[config.mk]
export PLATFORM = sky130hd
export DESIGN_NAME = axi_lite_master
export DESIGN_NICKNAME = d
export VERILOG_FILES = /design/src/rtl/axi_lite_master.sv
export SDC_FILE = /design/constraint.sdc
export NUM_CORES = 1
export LEC_CHECK = 0
export BUFFER_PORTS_ARGS = -buffer_cell sky130_fd_sc_hd__clkbuf_2
export CAP_MARGIN = 20
export CORE_ASPECT_RATIO = 0.75
export CORE_MARGIN = 8
export CORE_UTILIZATION = 45
export DETAILED_ROUTE_END_ITERATION = 10
export HOLD_SLACK_MARGIN = 0.06
export PLACE_DENSITY = 0.88
export SLEW_MARGIN = 20
export SYNTH_ARGS = -nofsm -noshare
export SYNTH_HDL_FRONTEND = slang
export SYNTH_SLANG_ARGS = --single-unit
[constraint.sdc]
create_clock -name ACLK -period 4.55 [get_ports ACLK]
set_input_delay 0.6825 -clock ACLK [delete_from_list [all_inputs] [get_ports ACLK]]
set_output_delay 0.6825 -clock ACLK [all_outputs]
set_load 0.005 [all_outputs]
[src/rtl/axi_lite_master.sv]
// axi_lite_master: converts a single-outstanding core memory request
// into one AXI4-lite read (AR/R) or write (AW/W/B) transaction.
// Ports:
//   ACLK, ARESET        clock, async active-high reset
//   mem_req/wen/addr/size/wdata/strb   core request (sampled in IDLE)
//   mem_ack/rdata/error  one-cycle completion pulse with result
//   mem_busy             high while a request is being processed
//   M_AXI_AR*/R*         read address / read data channels
//   M_AXI_AW*/W*/B*      write address / write data / response channels
module axi_lite_master #(
    parameter int ADDR_W = 32,
    parameter int DATA_W = 32
) (
    input  logic              ACLK,
    input  logic              ARESET,
    input  logic              mem_req,
    input  logic              mem_wen,
    input  logic [ADDR_W-1:0] mem_addr,
    input  logic [2:0]        mem_size,
    input  logic [DATA_W-1:0] mem_wdata,
    input  logic [3:0]        mem_strb,
    output logic              mem_ack,
    output logic [DATA_W-1:0] mem_rdata,
    output logic              mem_error,
    output logic              mem_busy,
    output logic [ADDR_W-1:0] M_AXI_ARADDR,
    output logic [2:0]        M_AXI_ARSIZE,
    output logic              M_AXI_ARVALID,
    input  logic              M_AXI_ARREADY,
    input  logic [DATA_W-1:0] M_AXI_RDATA,
    input  logic [1:0]        M_AXI_RRESP,
    input  logic              M_AXI_RVALID,
    output logic              M_AXI_RREADY,
    output logic [ADDR_W-1:0] M_AXI_AWADDR,
    output logic [2:0]        M_AXI_AWSIZE,
    output logic              M_AXI_AWVALID,
    input  logic              M_AXI_AWREADY,
    output logic [DATA_W-1:0] M_AXI_WDATA,
    output logic [3:0]        M_AXI_WSTRB,
    output logic              M_AXI_WVALID,
    input  logic              M_AXI_WREADY,
    input  logic [1:0]        M_AXI_BRESP,
    input  logic              M_AXI_BVALID,
    output logic              M_AXI_BREADY
);

    typedef enum logic [2:0] {
        IDLE, RD_A, RD_D, WR_AW, WR_B, ERR
    } state_t;

    state_t            state;
    logic [ADDR_W-1:0] addr_q;
    logic [2:0]        size_q;
    logic [DATA_W-1:0] wdata_q;
    logic [3:0]        strb_q;
    logic              aw_done;
    logic              w_done;
    logic              aligned;
    logic              aw_hs;
    logic              w_hs;

    // Address and payload are held in the request latch, so the
    // channel signals are stable for as long as VALID is high.
    assign M_AXI_ARADDR = addr_q;
    assign M_AXI_ARSIZE = size_q;
    assign M_AXI_AWADDR = addr_q;
    assign M_AXI_AWSIZE = size_q;
    assign M_AXI_WDATA  = wdata_q;
    assign M_AXI_WSTRB  = strb_q;

    assign aw_hs = M_AXI_AWVALID & M_AXI_AWREADY;
    assign w_hs  = M_AXI_WVALID & M_AXI_WREADY;

    always_comb begin
        aligned = 1'b0;
        unique case (1'b1)
            mem_size == 3'd0: aligned = 1'b1;
            mem_size == 3'd1: aligned = ~mem_addr[0];
            mem_size == 3'd2: aligned = mem_addr[1:0] == 2'b00;
            default:          aligned = 1'b0;
        endcase
    end

    always_ff @(posedge ACLK or posedge ARESET) begin
        if (ARESET) begin
            state         <= IDLE;
            addr_q        <= '0;
            size_q        <= '0;
            wdata_q       <= '0;
            strb_q        <= '0;
            aw_done       <= 1'b0;
            w_done        <= 1'b0;
            mem_ack       <= 1'b0;
            mem_rdata     <= '0;
            mem_error     <= 1'b0;
            mem_busy      <= 1'b0;
            M_AXI_ARVALID <= 1'b0;
            M_AXI_RREADY  <= 1'b0;
            M_AXI_AWVALID <= 1'b0;
            M_AXI_WVALID  <= 1'b0;
            M_AXI_BREADY  <= 1'b0;
        end else begin
            mem_ack <= 1'b0;
            case (state)
                IDLE: begin
                    if (mem_req) begin
                        addr_q    <= mem_addr;
                        size_q    <= mem_size;
                        wdata_q   <= mem_wdata;
                        strb_q    <= mem_strb;
                        mem_error <= 1'b0;
                        mem_busy  <= 1'b1;
                        if (!aligned) begin
                            state <= ERR;
                        end else if (mem_wen) begin
                            state         <= WR_AW;
                            aw_done       <= 1'b0;
                            w_done        <= 1'b0;
                            M_AXI_AWVALID <= 1'b1;
                            M_AXI_WVALID  <= 1'b1;
                        end else begin
                            state         <= RD_A;
                            M_AXI_ARVALID <= 1'b1;
                        end
                    end
                end
                RD_A: begin
                    if (M_AXI_ARREADY) begin
                        M_AXI_ARVALID <= 1'b0;
                        M_AXI_RREADY  <= 1'b1;
                        state         <= RD_D;
                    end
                end
                RD_D: begin
                    if (M_AXI_RVALID) begin
                        mem_rdata    <= M_AXI_RDATA;
                        mem_error    <= |M_AXI_RRESP;
                        mem_ack      <= 1'b1;
                        mem_busy     <= 1'b0;
                        M_AXI_RREADY <= 1'b0;
                        state        <= IDLE;
                    end
                end
                WR_AW: begin
                    if (aw_hs) begin
                        M_AXI_AWVALID <= 1'b0;
                        aw_done       <= 1'b1;
                    end
                    if (w_hs) begin
                        M_AXI_WVALID <= 1'b0;
                        w_done       <= 1'b1;
                    end
                    // Either channel may finish first, or both together.
                    if ((aw_done | aw_hs) & (w_done | w_hs)) begin
                        M_AXI_BREADY <= 1'b1;
                        state        <= WR_B;
                    end
                end
                WR_B: begin
                    if (M_AXI_BVALID) begin
                        mem_error    <= |M_AXI_BRESP;
                        mem_ack      <= 1'b1;
                        mem_busy     <= 1'b0;
                        M_AXI_BREADY <= 1'b0;
                        state        <= IDLE;
                    end
                end
                ERR: begin
                    mem_error <= 1'b1;
                    mem_ack   <= 1'b1;
                    mem_busy  <= 1'b0;
                    state     <= IDLE;
                end
                default: state <= IDLE;
            endcase
        end
    end

endmodule

==> report_table.html, run 1 <==
<table>
<tr><th>Metric</th><th>Value</th></tr>
<tr><th colspan="2">Outcome</th></tr>
<tr><td>Result of the run</td><td>completed</td></tr>
<tr><th colspan="2">Routing</th></tr>
<tr><td>Via count</td><td>3990</td></tr>
<tr><td>Count of unresolved DRC violations after routing</td><td>0</td></tr>
<tr><td>Starting DRT DRC Count</td><td>175</td></tr>
<tr><td>Detailed Routing Iterations Pass 1</td><td>4</td></tr>
<tr><td>Total Wirelength</td><td>13600 um</td></tr>
<tr><td>Average via count per standard cell</td><td>4.62</td></tr>
<tr><td>Post-route antenna net violation count</td><td>0</td></tr>
<tr><td>WL per Instance</td><td>15.7 um</td></tr>
<tr><th colspan="2">Logic synthesis</th></tr>
<tr><td>Top flip-flop cell by instance count after synthesis</td><td>sky130_fd_sc_hd__dfrtp_1</td></tr>
<tr><td>Post-synth EDFFs</td><td>0</td></tr>
<tr><td>Area of the mapped netlist</td><td>4890 um2</td></tr>
<tr><td>Sequential element share of the synthesized area</td><td>59.4%</td></tr>
<tr><td>Fraction of post-synthesis cell area in the top cell type by area</td><td>59.4%</td></tr>
<tr><td>Cell type with the largest total area after synthesis</td><td>sky130_fd_sc_hd__dfrtp_1</td></tr>
<tr><td>Async set or reset register ratio after synthesis</td><td>100%</td></tr>
<tr><td>Distinct cell type count of the synthesized netlist</td><td>33</td></tr>
<tr><td>Flop and latch count out of synthesis</td><td>116</td></tr>
<tr><td>Syn_nets</td><td>599</td></tr>
<tr><td>Top post-synthesis cells by area</td><td>sky130_fd_sc_hd__dfrtp_1 (59%), sky130_fd_sc_hd__nand2_1 (17%), sky130_fd_sc_hd__mux2_2 (6.9%)</td></tr>
<tr><td>YS warnings</td><td>0</td></tr>
<tr><td>Synthesized instance count</td><td>483</td></tr>
<tr><td>Post-Synthesis Mean Instance Area</td><td>10.1 um2</td></tr>
<tr><th colspan="2">Clock tree</th></tr>
<tr><td>Clock transition at path regs</td><td>0.05 ns</td></tr>
<tr><td>Post-cts sizing count</td><td>0</td></tr>
<tr><td>Number of buffers added by the clock tree synthesis step</td><td>17</td></tr>
<tr><td>H-Tree Depth</td><td>4</td></tr>
<tr><td>TritonCTS clock tree</td><td>built</td></tr>
<tr><td>CTS sink count</td><td>116</td></tr>
<tr><td>Post CTS Setup Buffer Count</td><td>0</td></tr>
<tr><td>Maximum buffer depth of the clock tree</td><td>2</td></tr>
<tr><td>Root cell of the clock tree</td><td>sky130_fd_sc_hd__clkbuf_16</td></tr>
<tr><td>Skew-Pair Late Insertion Delay</td><td>0.39 ns</td></tr>
<tr><td>Hold_buf cts</td><td>0</td></tr>
<tr><th colspan="2">Worst setup path</th></tr>
<tr><td>Required time at the worst-slack endpoint</td><td>4.82 ns</td></tr>
<tr><td>Critical register-to-register path startpoint</td><td>state[2]</td></tr>
<tr><td>Beginning of the critical path</td><td>state[2]</td></tr>
<tr><td>Worst stage delay on the critical path</td><td>0.74 ns</td></tr>
<tr><td>RR Endpoint</td><td>mem_rdata[9]</td></tr>
<tr><td>Launching element type of the critical path</td><td>flip-flop</td></tr>
<tr><td>Critical path start-end classification</td><td>flip-flop to flip-flop</td></tr>
<tr><td>Arrival time of the worst setup path</td><td>2.51 ns</td></tr>
<tr><td>Nature of the critical path endpoint</td><td>flip-flop</td></tr>
<tr><td>Capture point of the critical path</td><td>mem_rdata[9]</td></tr>
<tr><td>Critical-path maximum fanout</td><td>32</td></tr>
<tr><td>Ordered cell list for the critical path</td><td>inv_1, nand3_1, nor2_4, mux2_2</td></tr>
<tr><td>R2R setup slack</td><td>2.32 ns</td></tr>
<tr><td>Library cell contributing the largest single delay on the critical path</td><td>sky130_fd_sc_hd__nor2_4</td></tr>
<tr><td>R2R depth</td><td>4</td></tr>
<tr><th colspan="2">Timing</th></tr>
<tr><td>Least-Margin Pin Slew</td><td>0.910 ns</td></tr>
<tr><td>Relative slew slack</td><td>39.2%</td></tr>
<tr><td>Number of setup violations in the final report</td><td>0</td></tr>
<tr><td>Final number of hold-violating endpoints</td><td>0</td></tr>
<tr><td>Post-route fraction of the period consumed by the critical path</td><td>49.1%</td></tr>
<tr><td>Max Freq</td><td>447 MHz</td></tr>
<tr><td>Clock period minus worst slack</td><td>2.23 ns</td></tr>
<tr><td>Unrepaired setup endpoints after global routing</td><td>no</td></tr>
<tr><td>Total negative slack for setup checks</td><td>0 ns</td></tr>
<tr><td>Worst path setup slack after routing</td><td>2.32 ns</td></tr>
<tr><td>Final-report max-slew violation count</td><td>0</td></tr>
<tr><td>Fin Clk Skew</td><td>0.00556 ns</td></tr>
<tr><th colspan="2">Floorplanning</th></tr>
<tr><td>Height of the die</td><td>106 um</td></tr>
<tr><td>Starting Density</td><td>45.5%</td></tr>
<tr><td>Number of core rows</td><td>33</td></tr>
<tr><td>Die outline width</td><td>136 um</td></tr>
<tr><td>Die Area</td><td>14500 um2</td></tr>
<tr><td>I/O pin cnt</td><td>262</td></tr>
<tr><td>Area of the core</td><td>10700 um2</td></tr>
<tr><th colspan="2">Min path</th></tr>
<tr><td>Classification of the worst-slack hold path</td><td>primary input to asynchronous set/reset pin</td></tr>
<tr><th colspan="2">Cells and area</th></tr>
<tr><td>Nets@finish</td><td>827</td></tr>
<tr><td>Ant diodes</td><td>0</td></tr>
<tr><td>Fraction of final layout cells with drive strength greater than 1</td><td>46.7%</td></tr>
<tr><td>Finished Core Util</td><td>61.5%</td></tr>
<tr><td>Filler cells</td><td>910</td></tr>
<tr><td>Layout overhead on the synthesized area</td><td>35.2%</td></tr>
<tr><td>Final Non-Filler Cells</td><td>864</td></tr>
<tr><th colspan="2">Place</th></tr>
<tr><td>Cells after DPL</td><td>832</td></tr>
<tr><td>Placed wire-length estimate after detailed placement</td><td>10500 um</td></tr>
<tr><td>Pre-CTS setup slack</td><td>2.28 ns</td></tr>
<tr><td>Number of I/O port buffers</td><td>261</td></tr>
<tr><td>Final estimated routing congestion in global placement</td><td>0.770</td></tr>
<tr><th colspan="2">Global routing</th></tr>
<tr><td>Pin count of the biggest net entering global routing</td><td>52</td></tr>
<tr><td>First-pass GRT wire length</td><td>21400 um</td></tr>
<tr><td>Initial antenna violation count</td><td>0</td></tr>
<tr><td>Tot GR Track Use</td><td>18.6%</td></tr>
<tr><td>Vias in the first global route</td><td>4221</td></tr>
<tr><td>Global route overflow</td><td>0</td></tr>
<tr><th colspan="2">Pwr</th></tr>
<tr><td>Leakage</td><td>0.00372 uW</td></tr>
<tr><td>Total Power Consumption</td><td>4890 uW</td></tr>
<tr><td>Power density over cell area</td><td>740 nW/um2</td></tr>
<tr><td>VDD IR-drop max</td><td>555 uV</td></tr>
<tr><th colspan="2">Run</th></tr>
<tr><td>Max capacitance violation total</td><td>0</td></tr>
</table>
-- placed cells by master, fill, tap and decap left out, drive strengths merged --
cell and n:
bufinv 3, a21oi 6, a31oi 2, nand3 3, buf 5, o2111ai 1, o31ai 3, clkinvlp 6
inv 7, o2bb2ai 1, mux2i 1, o22ai 1, nor2 6, nor3 4, clkinv 3, nand2b 1
mux2 34, o32ai 1, a21o 1, o311ai 1, or2b 1, dfrtp 116, nand2 224, o21ai 8
clkbuf 280, and2b 1, nor4b 1, a2bb2oi 1, nor4 2
-- registers in the layout (all words and copies together), names as in the netlist, 3 cells and up --
register / count
M_AXI_ARADDR: 32
M_AXI_WDATA: 32
mem_rdata: 32
M_AXI_WSTRB: 4
M_AXI_ARSIZE: 3
state: 3
-- per-stage QoR --
| stage | hold WS (ns) | instance area (um2) |
|---|---|---|
| after global placement | 0.457 | 6010 |
| after detailed placement | 0.465 | 6010 |
| after CTS | 0.279 | 6610 |
| final | 0.281 | 6610 |
| after global routing | 0.312 | 6610 |
| after floorplan | 0.469 | 4890 |
-- kinds of logic (layout without fill, tap and decap cells) --
kind of cell	count (synthesis)	count (layout)	synth area share, %
mux	35	35	8.19
simple gates	243	243	19.5
buf+inv	63	304	8.76
compound gates	26	26	4.10
flops	116	116	59.4
-- cell type report --
type                            instances  area (um2)  area share, %
Sequential cell                       116        2900           43.9
Multi-Input combinational cell        304        1570           23.7
Timing Repair Buffer                  266        1340           20.3
Clock buffer                           19         433           6.55
Tap cell                              140         175           2.65
Clock inverter                         13         159           2.41
Inverter                                6        25.0          0.379
-- worst max-delay path: cells and delay by family (launching register included) --
family | cells | cell delay [ns]
simple gates | 2 | 0.92
buf+inv | 1 | 0.20
mux | 1 | 0.42
flops | 1 | 0.54
-- synth_stat cells, types with 2 or more instances --
library cell / instances
sky130_fd_sc_hd__o21ai_0: 6
sky130_fd_sc_hd__buf_6: 5
sky130_fd_sc_hd__o31ai_1: 3
sky130_fd_sc_hd__nand3_1: 3
sky130_fd_sc_hd__nor2_1: 5
sky130_fd_sc_hd__a31oi_1: 2
sky130_fd_sc_hd__buf_2: 15
sky130_fd_sc_hd__inv_1: 5
sky130_fd_sc_hd__dfrtp_1: 116
sky130_fd_sc_hd__mux2_2: 30
sky130_fd_sc_hd__o21ai_2: 2
sky130_fd_sc_hd__mux2_4: 2
sky130_fd_sc_hd__buf_4: 36
sky130_fd_sc_hd__nand2_1: 224
sky130_fd_sc_hd__nor4_1: 2
sky130_fd_sc_hd__mux2_1: 2
sky130_fd_sc_hd__a21oi_1: 6
sky130_fd_sc_hd__nor3_1: 4
-- per-layer routing --
layer	part of all wire, %	GRT usage, %
met3	8.3	6.27
met1	39	20.4
met4	0.87	5.47
met2	52	33.6
met5	0	0
-- worst min-delay path by stage --
stage / endpoint / start / cells past startpoint
3_3_place_gp: M_AXI_WDATA[14] / M_AXI_WDATA[14] / 2
2_1_floorplan: M_AXI_ARVALID / M_AXI_ARVALID / 2
5_1_grt: mem_rdata[4] / ARESET / 2
4_1_cts: mem_rdata[4] / ARESET / 2
3_5_place_dp: M_AXI_WDATA[19] / M_AXI_WDATA[19] / 2
6_report: mem_rdata[4] / ARESET / 2
-- where the power goes --
part / internal [uW] / total, uW / switching, uW
combinational: 805 / 1680 / 876
sequential: 1530 / 1890 / 357
clock: 859 / 1320 / 462
No activity file was read; power rests on OpenSTA's default activity.
==> run 2, diff against run 1 <==
--- a/config.mk
+++ b/config.mk
@@ -5,6 +5,7 @@
 export SDC_FILE = /design/constraint.sdc
 export NUM_CORES = 1
 export LEC_CHECK = 0
+export ABC_AREA = 1
 export BUFFER_PORTS_ARGS = -buffer_cell sky130_fd_sc_hd__clkbuf_2
 export CAP_MARGIN = 20
 export CORE_ASPECT_RATIO = 0.75
==> constraint.sdc (replaced) <==
create_clock -name ACLK -period 2.1 [get_ports ACLK]
set_input_delay 0.315 -clock ACLK [delete_from_list [all_inputs] [get_ports ACLK]]
set_output_delay 0.315 -clock ACLK [all_outputs]
set_load 0.005 [all_outputs]
==> run 2 against run 1 <==
Synthesized cell count up 22%. Final cell count up 12%. Maximum frequency up 32%. Clock power up 130%. Wire length up 9.2%. First-iteration DRC count up 50%. Combinational power up 130%. Cell area up 2.6%. Core utilization up 0.85 points. Global-route usage up 1.8 points. Setup slack worse by 1.9 ns. Critical path type unchanged.
==> report_table.html, run 2 <==
<table>
<tr><th>Metric</th><th>Value</th></tr>
<tr><th colspan="2">Outcome</th></tr>
<tr><td>Result of the run</td><td>completed</td></tr>
<tr><th colspan="2">Logic synthesis</th></tr>
<tr><td>Post-Synthesis Mean Instance Area</td><td>8.48 um2 (-16%)</td></tr>
<tr><td>Cell type with the largest total area after synthesis</td><td>sky130_fd_sc_hd__dfrtp_1</td></tr>
<tr><td>Synthesized instance count</td><td>588 (+22%)</td></tr>
<tr><td>Post-synth EDFFs</td><td>0 (unchanged)</td></tr>
<tr><td>Most frequently used cell type in the post-synthesis netlist</td><td>sky130_fd_sc_hd__nand2_1</td></tr>
<tr><td>Syn_nets</td><td>704 (+18%)</td></tr>
<tr><td>YS warnings</td><td>0 (unchanged)</td></tr>
<tr><td>Fraction of post-synthesis cell area in the top cell type by area</td><td>58.2% (-1.2 points)</td></tr>
<tr><td>Most used standard cells in the synthesized netlist</td><td>sky130_fd_sc_hd__nand2_1 (274), sky130_fd_sc_hd__dfrtp_1 (116), sky130_fd_sc_hd__nand3_1 (77)</td></tr>
<tr><td>Sequential element share of the synthesized area</td><td>58.2% (-1.2 points)</td></tr>
<tr><td>Async set or reset register ratio after synthesis</td><td>100% (unchanged)</td></tr>
<tr><td>Area of the mapped netlist</td><td>4980 um2 (+2.0%)</td></tr>
<tr><td>Flop and latch count out of synthesis</td><td>116 (unchanged)</td></tr>
<tr><td>Top post-synthesis cells by area</td><td>sky130_fd_sc_hd__dfrtp_1 (58%), sky130_fd_sc_hd__nand2_1 (21%), sky130_fd_sc_hd__nand3_1 (7.7%)</td></tr>
<tr><td>Top flip-flop cell by instance count after synthesis</td><td>sky130_fd_sc_hd__dfrtp_1</td></tr>
<tr><td>Distinct cell type count of the synthesized netlist</td><td>20 (-39%)</td></tr>
<tr><th colspan="2">Run</th></tr>
<tr><td>Max capacitance violation total</td><td>0 (unchanged)</td></tr>
<tr><th colspan="2">Cells and area</th></tr>
<tr><td>Fraction of final layout cells with drive strength greater than 1</td><td>36.8% (-9.9 points)</td></tr>
<tr><td>Filler cells</td><td>971 (+6.7%)</td></tr>
<tr><td>Most common cell after layout, fill and taps aside</td><td>sky130_fd_sc_hd__nand2_1</td></tr>
<tr><td>Ant diodes</td><td>0 (unchanged)</td></tr>
<tr><td>Commonest cells after routing, fill and taps aside</td><td>sky130_fd_sc_hd__nand2_1 (274), sky130_fd_sc_hd__clkbuf_2 (261), sky130_fd_sc_hd__dfrtp_1 (116)</td></tr>
<tr><td>Layout overhead on the synthesized area</td><td>35.9%</td></tr>
<tr><td>Nets@finish</td><td>927 (+12%)</td></tr>
<tr><td>Finished Core Util</td><td>62.4% (+0.85 points)</td></tr>
<tr><td>Area taken by flip-flops and latches</td><td>2900 um2 (unchanged)</td></tr>
<tr><td>Multi-input logic area</td><td>1590 um2 (+1.8%)</td></tr>
<tr><th colspan="2">Worst setup path</th></tr>
<tr><td>Launching element type of the critical path</td><td>flip-flop</td></tr>
<tr><td>Arrival time of the worst setup path</td><td>1.96 ns (-0.55 ns)</td></tr>
<tr><td>Required time at the worst-slack endpoint</td><td>2.36 ns (-2.46 ns)</td></tr>
<tr><td>Critical-path maximum fanout</td><td>61 (+91%)</td></tr>
<tr><td>Critical path start-end classification</td><td>flip-flop to flip-flop</td></tr>
<tr><td>Nature of the critical path endpoint</td><td>flip-flop</td></tr>
<tr><th colspan="2">Routing</th></tr>
<tr><td>Via count</td><td>4534 (+14%)</td></tr>
<tr><td>Count of unresolved DRC violations after routing</td><td>0 (unchanged)</td></tr>
<tr><td>Average via count per standard cell</td><td>4.70 (+1.8%)</td></tr>
<tr><td>Post-route antenna net violation count</td><td>0 (unchanged)</td></tr>
<tr><td>Total Wirelength</td><td>14800 um (+9.2%)</td></tr>
<tr><td>WL per Instance</td><td>15.4 um (-2.1%)</td></tr>
<tr><td>Detailed Routing Iterations Pass 1</td><td>4 (unchanged)</td></tr>
<tr><td>Starting DRT DRC Count</td><td>262 (+50%)</td></tr>
<tr><th colspan="2">Pwr</th></tr>
<tr><td>Power density over cell area</td><td>1600 nW/um2 (+120%)</td></tr>
<tr><td>Relative contribution of sequential cells to total power</td><td>37.0% (-1.6 points)</td></tr>
<tr><td>Clock network fraction of design power</td><td>27.6% (+0.6 points)</td></tr>
<tr><td>Switching part of the total</td><td>35.8% (+1.1 points)</td></tr>
<tr><td>VDD IR-drop max</td><td>694 uV (+25%)</td></tr>
<tr><td>Net switching power</td><td>3870 uW (+130%)</td></tr>
<tr><td>Part of the power in combinational logic</td><td>35.4% (+1.0 points)</td></tr>
<tr><td>Leakage</td><td>0.00406 uW (+9.1%)</td></tr>
<tr><td>Power Internal</td><td>6950 uW (+120%)</td></tr>
<tr><th colspan="2">Timing</th></tr>
<tr><td>Total negative slack for setup checks</td><td>0 ns (unchanged)</td></tr>
<tr><td>Worst path setup slack after routing</td><td>0.403 ns (-1.91 ns)</td></tr>
<tr><td>Final number of hold-violating endpoints</td><td>0 (unchanged)</td></tr>
<tr><td>Fin Clk Skew</td><td>0.00615 ns (+0.000584 ns)</td></tr>
<tr><td>Number of setup violations in the final report</td><td>0 (unchanged)</td></tr>
<tr><td>Clock period minus worst slack</td><td>1.70 ns (-0.537 ns)</td></tr>
<tr><td>Relative slew slack</td><td>55.9% (+17 points)</td></tr>
<tr><td>Post-route fraction of the period consumed by the critical path</td><td>80.8% (+32 points)</td></tr>
<tr><td>Least-Margin Pin Slew</td><td>0.662 ns (-0.248 ns)</td></tr>
<tr><td>Final-report max-slew violation count</td><td>0 (unchanged)</td></tr>
<tr><td>Unrepaired setup endpoints after global routing</td><td>no</td></tr>
<tr><td>Max Freq</td><td>589 MHz (+32%)</td></tr>
<tr><th colspan="2">Global routing</th></tr>
<tr><td>Pin count of the biggest net entering global routing</td><td>117 (+130%)</td></tr>
<tr><td>Tot GR Track Use</td><td>20.4% (+1.8 points)</td></tr>
<tr><td>Global route overflow</td><td>0 (unchanged)</td></tr>
<tr><td>First-pass GRT wire length</td><td>23900 um (+12%)</td></tr>
<tr><td>Vias in the first global route</td><td>4707 (+12%)</td></tr>
<tr><td>Initial antenna violation count</td><td>0 (unchanged)</td></tr>
<tr><th colspan="2">Clock tree</th></tr>
<tr><td>Maximum buffer depth of the clock tree</td><td>2 (unchanged)</td></tr>
<tr><td>H-Tree Depth</td><td>4 (unchanged)</td></tr>
<tr><td>Clock transition at path regs</td><td>0.05 ns (about the same)</td></tr>
<tr><td>Number of buffers added by the clock tree synthesis step</td><td>17 (unchanged)</td></tr>
<tr><td>CTS sink count</td><td>116 (unchanged)</td></tr>
<tr><td>Skew-Pair Late Insertion Delay</td><td>0.39 ns (about the same)</td></tr>
<tr><td>TritonCTS clock tree</td><td>built</td></tr>
<tr><td>Post CTS Setup Buffer Count</td><td>0 (unchanged)</td></tr>
<tr><td>Root cell of the clock tree</td><td>sky130_fd_sc_hd__clkbuf_16</td></tr>
<tr><td>Post-cts sizing count</td><td>0 (unchanged)</td></tr>
<tr><td>Hold_buf cts</td><td>0 (unchanged)</td></tr>
<tr><th colspan="2">Min path</th></tr>
<tr><td>Classification of the worst-slack hold path</td><td>primary input to asynchronous set/reset pin</td></tr>
<tr><th colspan="2">Floorplanning</th></tr>
<tr><td>Height of the die</td><td>107 um (+0.86%)</td></tr>
<tr><td>Area of the core</td><td>10900 um2 (+1.2%)</td></tr>
<tr><td>I/O pin cnt</td><td>262 (unchanged)</td></tr>
<tr><td>Number of core rows</td><td>33 (unchanged)</td></tr>
<tr><td>Die outline width</td><td>138 um (+0.89%)</td></tr>
<tr><td>Die Area</td><td>14700 um2 (+1.8%)</td></tr>
<tr><td>Starting Density</td><td>45.9% (+0.39 points)</td></tr>
<tr><th colspan="2">Place</th></tr>
<tr><td>Number of I/O port buffers</td><td>261 (unchanged)</td></tr>
<tr><td>Final estimated routing congestion in global placement</td><td>0.861 (+12%)</td></tr>
<tr><td>Placed wire-length estimate after detailed placement</td><td>11200 um (+6.9%)</td></tr>
<tr><td>Pre-CTS setup slack</td><td>0.429 ns (-1.85 ns)</td></tr>
</table>
run 2: cell count changes after synthesis, sizes merged, moves of 7 or more:
cell	change
nand2	+51
inv	+18
clkbuf	+8
nor2	+7
nand3	+74
mux2	-34
run 2: path summary, 6_finish.rpt:
| check | start | to | slack, ns | depth (start not counted) |
|---|---|---|---|---|
| max | state[0] | M_AXI_ARSIZE[0] | 0.40 | 7 |
| min | ARESET | M_AXI_ARADDR[9] | 0.06 | 3 |
| max reg2reg | state[0] | M_AXI_ARSIZE[0] | 0.40 | 7 |
| min reg2reg | M_AXI_WDATA[25] | M_AXI_WDATA[25] | 0.47 | 2 |
| max in group asynchronous | ARESET | M_AXI_WDATA[31] | 1.56 | 3 |
| min in group ACLK | M_AXI_RDATA[26] | mem_rdata[26] | 0.13 | 3 |
run 2: power groups by stage:
stage / Sequential, uW / Combinational, uW / Clock [uW]
3_5_place_dp: 3990 / 3940 / 0
3_3_place_gp: 3960 / 3790 / 0
2_1_floorplan: 4000 / 2250 / 0
4_1_cts: 4010 / 3930 / 3050
6_report: 4000 / 3830 / 2990
5_1_grt: 4140 / 4380 / 3170
run 2: worst max-delay path, stage by stage (launching register included):
cell	delay, ns
sky130_fd_sc_hd__dfrtp_1	0.41
sky130_fd_sc_hd__nor2_2	0.22
sky130_fd_sc_hd__nand2_1	0.12
sky130_fd_sc_hd__inv_2	0.10
sky130_fd_sc_hd__nand2_2	0.23
sky130_fd_sc_hd__buf_12	0.29
sky130_fd_sc_hd__nand2_1	0.08
sky130_fd_sc_hd__o21ai_0	0.09
run 2: per-stage QoR:
stage               power [uW]  instance area [um2]  instances  hold WS (ns)
CTS                      11000                 6770        964         0.104
floorplan                 6240                 4990        588         0.432
global route             11700                 6770        964         0.107
global placement          7740                 6150        932         0.453
detailed placement        7940                 6150        932         0.457
finish                   10800                 6770        964        0.0566
run 2: layer usage:
metal / global-route usage [%] / vias to the layer above / routed length (um)
met5: 0 / - / 0
met4: 4.95 / 0 / 109
met3: 7.62 / 10 / 1250
met2: 35.3 / 169 / 7540
met1: 23.3 / 2105 / 5950
li1: - / 2250 / -
run 2: final cells by class:
class,count,area share [%]
inverters,24,1.39
well taps,140,2.59
clock buffers,23,6.91
repair buffers,267,20.5
multi-input cells,385,23.5
flip-flops and latches,116,42.9
clock inverters,9,2.23
run 2: logic make-up after synthesis:
| logic type | after synthesis | synth area share (%) |
|---|---|---|
| AO/OA/AOI/OAI | 16 | 1.71 |
| buffers and inverters | 87 | 9.79 |
| flip-flops | 116 | 58.2 |
| AND/OR/NAND/NOR | 369 | 30.3 |
==> run 3, diff against run 2 <==
--- a/config.mk
+++ b/config.mk
@@ -10,10 +10,10 @@
 export CAP_MARGIN = 20
 export CORE_ASPECT_RATIO = 0.75
 export CORE_MARGIN = 8
-export CORE_UTILIZATION = 45
+export CORE_UTILIZATION = 41
 export DETAILED_ROUTE_END_ITERATION = 10
 export HOLD_SLACK_MARGIN = 0.06
-export PLACE_DENSITY = 0.88
+export PLACE_DENSITY = 0.85
 export SLEW_MARGIN = 20
 export SYNTH_ARGS = -nofsm -noshare
 export SYNTH_HDL_FRONTEND = slang
==> constraint.sdc (replaced) <==
create_clock -name ACLK -period 1.5 [get_ports ACLK]
set_input_delay 0.225 -clock ACLK [delete_from_list [all_inputs] [get_ports ACLK]]
set_output_delay 0.225 -clock ACLK [all_outputs]
set_load 0.005 [all_outputs]
==> run 3 against run 2 <==
The flow now finishes with violations (negative setup slack). Power is 47% higher. Die area up 8.4%. Clock skew rose by 0.0026 ns. Flip-flop and latch count unchanged. Register-to-register slack got worse by 0.44 ns. Critical path depth increased by 1. Worst hold slack better by 0.012 ns. Clock power grew 38%. Clock-buffer cell count is 5 lower. Wire length up 23%.
==> report_table.html, run 3 (synthesis results as in run 2) <==
<table>
<tr><th>Metric</th><th>Value</th></tr>
<tr><th colspan="2">Timing</th></tr>
<tr><td>Unrepaired setup endpoints after global routing</td><td>yes</td></tr>
<tr><td>Least-Margin Pin Slew</td><td>0.385 ns (-0.277 ns)</td></tr>
<tr><td>Max Freq</td><td>649 MHz (+10%)</td></tr>
<tr><td>Final-report max-slew violation count</td><td>0 (unchanged)</td></tr>
<tr><td>Clock period minus worst slack</td><td>1.54 ns (-0.157 ns)</td></tr>
<tr><td>Post-route worst hold slack</td><td>0.0682 ns (+0.0116 ns)</td></tr>
<tr><td>Fin Clk Skew</td><td>0.00873 ns (+0.00258 ns)</td></tr>
<tr><td>Post-route fraction of the period consumed by the critical path</td><td>103% (+22 points)</td></tr>
<tr><td>Relative slew slack</td><td>74.1% (+18 points)</td></tr>
<tr><td>Total negative slack for setup checks</td><td>-0.0408 ns (-0.0408 ns)</td></tr>
<tr><td>Final number of hold-violating endpoints</td><td>0 (unchanged)</td></tr>
<tr><td>Worst path setup slack after routing</td><td>-0.0408 ns (-0.443 ns)</td></tr>
<tr><td>Number of setup violations in the final report</td><td>1 (+1)</td></tr>
<tr><th colspan="2">Cells and area</th></tr>
<tr><td>Nets@finish</td><td>1036 (+12%)</td></tr>
<tr><td>Most common cell after layout, fill and taps aside</td><td>sky130_fd_sc_hd__nand2_1</td></tr>
<tr><td>Layout overhead on the synthesized area</td><td>59.8%</td></tr>
<tr><td>Fraction of final layout cells with drive strength greater than 1</td><td>35.2% (-1.6 points)</td></tr>
<tr><td>Commonest cells after routing, fill and taps aside</td><td>sky130_fd_sc_hd__nand2_1 (271), sky130_fd_sc_hd__clkbuf_2 (261), sky130_fd_sc_hd__dfrtp_1 (115)</td></tr>
<tr><td>Ant diodes</td><td>0 (unchanged)</td></tr>
<tr><th colspan="2">Routing</th></tr>
<tr><td>Starting DRT DRC Count</td><td>388 (+48%)</td></tr>
<tr><td>Average via count per standard cell</td><td>4.80 (+2.1%)</td></tr>
<tr><td>WL per Instance</td><td>16.6 um (+8.0%)</td></tr>
<tr><td>Via count</td><td>5278 (+16%)</td></tr>
<tr><td>Post-route antenna net violation count</td><td>0 (unchanged)</td></tr>
<tr><td>Detailed Routing Iterations Pass 1</td><td>5 (+1)</td></tr>
<tr><td>Count of unresolved DRC violations after routing</td><td>0 (unchanged)</td></tr>
<tr><td>Total Wirelength</td><td>18300 um (+23%)</td></tr>
<tr><th colspan="2">Place</th></tr>
<tr><td>Number of I/O port buffers</td><td>261 (unchanged)</td></tr>
<tr><td>Placed wire-length estimate after detailed placement</td><td>11200 um (-0.67%)</td></tr>
<tr><td>Pre-CTS setup slack</td><td>0.00853 ns (-0.420 ns)</td></tr>
<tr><td>Final estimated routing congestion in global placement</td><td>0.830 (-3.6%)</td></tr>
<tr><th colspan="2">Global routing</th></tr>
<tr><td>Initial antenna violation count</td><td>0 (unchanged)</td></tr>
<tr><td>Tot GR Track Use</td><td>21.8% (+1.4 points)</td></tr>
<tr><td>Pin count of the biggest net entering global routing</td><td>63 (-46%)</td></tr>
<tr><td>Global route overflow</td><td>0 (unchanged)</td></tr>
<tr><td>First-pass GRT wire length</td><td>27600 um (+16%)</td></tr>
<tr><td>Vias in the first global route</td><td>5434 (+15%)</td></tr>
<tr><th colspan="2">Clock tree</th></tr>
<tr><td>Root cell of the clock tree</td><td>sky130_fd_sc_hd__clkbuf_16</td></tr>
<tr><td>Clock transition at path regs</td><td>0.06 ns (about the same)</td></tr>
<tr><td>Skew-Pair Late Insertion Delay</td><td>0.41 ns (+0.02 ns)</td></tr>
<tr><td>H-Tree Depth</td><td>4 (unchanged)</td></tr>
<tr><td>CTS sink count</td><td>116 (unchanged)</td></tr>
<tr><td>TritonCTS clock tree</td><td>built</td></tr>
<tr><td>Maximum buffer depth of the clock tree</td><td>2 (unchanged)</td></tr>
<tr><td>Number of buffers added by the clock tree synthesis step</td><td>17 (unchanged)</td></tr>
<tr><th colspan="2">Pwr</th></tr>
<tr><td>Power density over cell area</td><td>1990 nW/um2 (+25%)</td></tr>
<tr><td>Part of the power in combinational logic</td><td>38.5% (+3.1 points)</td></tr>
<tr><td>Relative contribution of sequential cells to total power</td><td>35.5% (-1.5 points)</td></tr>
<tr><td>Clock network fraction of design power</td><td>26.0% (-1.6 points)</td></tr>
<tr><td>Switching part of the total</td><td>37.7% (+1.9 points)</td></tr>
<tr><td>Power Internal</td><td>9890 uW (+42%)</td></tr>
<tr><td>Leakage</td><td>0.00455 uW (+12%)</td></tr>
<tr><td>Net switching power</td><td>5990 uW (+55%)</td></tr>
<tr><td>VDD IR-drop max</td><td>1180 uV (+71%)</td></tr>
<tr><td>Total Power Consumption</td><td>15900 uW (+47%)</td></tr>
<tr><th colspan="2">Floorplanning</th></tr>
<tr><td>Die Area</td><td>16000 um2 (+8.4%)</td></tr>
<tr><td>I/O pin cnt</td><td>262 (unchanged)</td></tr>
<tr><td>Height of the die</td><td>111 um (+4.1%)</td></tr>
<tr><td>Die outline width</td><td>143 um (+4.2%)</td></tr>
<tr><td>Number of core rows</td><td>35 (+6.1%)</td></tr>
<tr><td>Area of the core</td><td>12100 um2 (+11%)</td></tr>
<tr><td>Starting Density</td><td>41.2% (-4.7 points)</td></tr>
<tr><th colspan="2">Worst setup path</th></tr>
<tr><td>Arrival time of the worst setup path</td><td>1.81 ns (-0.15 ns)</td></tr>
<tr><td>Launching element type of the critical path</td><td>flip-flop</td></tr>
<tr><td>Required time at the worst-slack endpoint</td><td>1.77 ns (-0.59 ns)</td></tr>
<tr><td>Nature of the critical path endpoint</td><td>flip-flop</td></tr>
<tr><td>Critical-path maximum fanout</td><td>4 (-93%)</td></tr>
<tr><td>Critical path start-end classification</td><td>flip-flop to flip-flop</td></tr>
<tr><th colspan="2">Min path</th></tr>
<tr><td>Classification of the worst-slack hold path</td><td>primary input to flip-flop</td></tr>
<tr><th colspan="2">Run</th></tr>
<tr><td>Max capacitance violation total</td><td>0 (unchanged)</td></tr>
<tr><th colspan="2">Outcome</th></tr>
<tr><td>Violated checks</td><td>negative setup slack</td></tr>
<tr><td>Result of the run</td><td>finished, violations left</td></tr>
</table>
[run 3: area by class of cell]
cell class                      instances  area, um2
Sequential cell                       116       2900
Multi-Input combinational cell        385       1620
Inverter                               24       96.3
Timing Repair Buffer                  376       2530
Clock buffer                           18        429
Fill cell                             915       4120
Tap cell                              166        208
Clock inverter                         14        179
[run 3: power by group through the flow]
stage / registers, uW / logic [uW] / clock network, uW
floorplan: 5600 / 3150 / 0
global placement: 5530 / 5410 / 0
detailed placement: 5590 / 5570 / 0
CTS: 5590 / 5760 / 4200
global route: 5810 / 6830 / 4350
finish: 5640 / 6110 / 4120
[run 3: worst max-delay path, stage by stage (launching register included)]
cell and delay, ns:
sky130_fd_sc_hd__dfrtp_1 0.44, sky130_fd_sc_hd__nor2_2 0.16, sky130_fd_sc_hd__buf_4 0.14, sky130_fd_sc_hd__buf_6 0.10, sky130_fd_sc_hd__nand3b_1 0.15, sky130_fd_sc_hd__o21ai_0 0.16
sky130_fd_sc_hd__nor2_1 0.09, sky130_fd_sc_hd__nor2_1 0.11, sky130_fd_sc_hd__nor2_1 0.06
[run 3: worst paths after layout]
| check | start | end | slack, ns | depth (start not counted) |
|---|---|---|---|---|
| setup / recovery | state[0] | mem_busy | -0.04 | 8 |
| hold / removal | mem_addr[31] | M_AXI_ARADDR[31] | 0.07 | 3 |
| setup reg to reg | state[0] | mem_busy | -0.04 | 8 |
| hold reg to reg | mem_rdata[17] | mem_rdata[17] | 0.47 | 2 |
| max in group asynchronous | ARESET | state[1] | 0.70 | 4 |
| min in group asynchronous | ARESET | M_AXI_ARADDR[19] | 0.48 | 4 |
[run 3: stage by stage]
step | utilization (%) | area (um2) | cells
after global placement | 51.8 | 6260 | 965
after global routing | 65.9 | 7960 | 1099
after detailed placement | 51.8 | 6260 | 965
after CTS | 64.8 | 7830 | 1092
final | 65.9 | 7960 | 1099
after floorplan | - | 4990 | 588
[run 3: repair_timing]
item | CTS | global route
pin swaps | 0 | 6
endpoints found under the hold margin | 210 | 0
hold buffers | 95 | 0
buffers inserted | 0 | 5
setup endpoints to repair | 2 | 62
gates resized for setup | 1 | 17
cloned | 0 | 2
[run 3: per-layer routing]
layer  vias up  wire length (um)  GRT usage [%]
li1       2464                 -              -
met1      2434              6890           25.0
met2       321              8840           36.0
met3        59              1890           8.21
met4         0               646           8.74
met5         -                 0              0
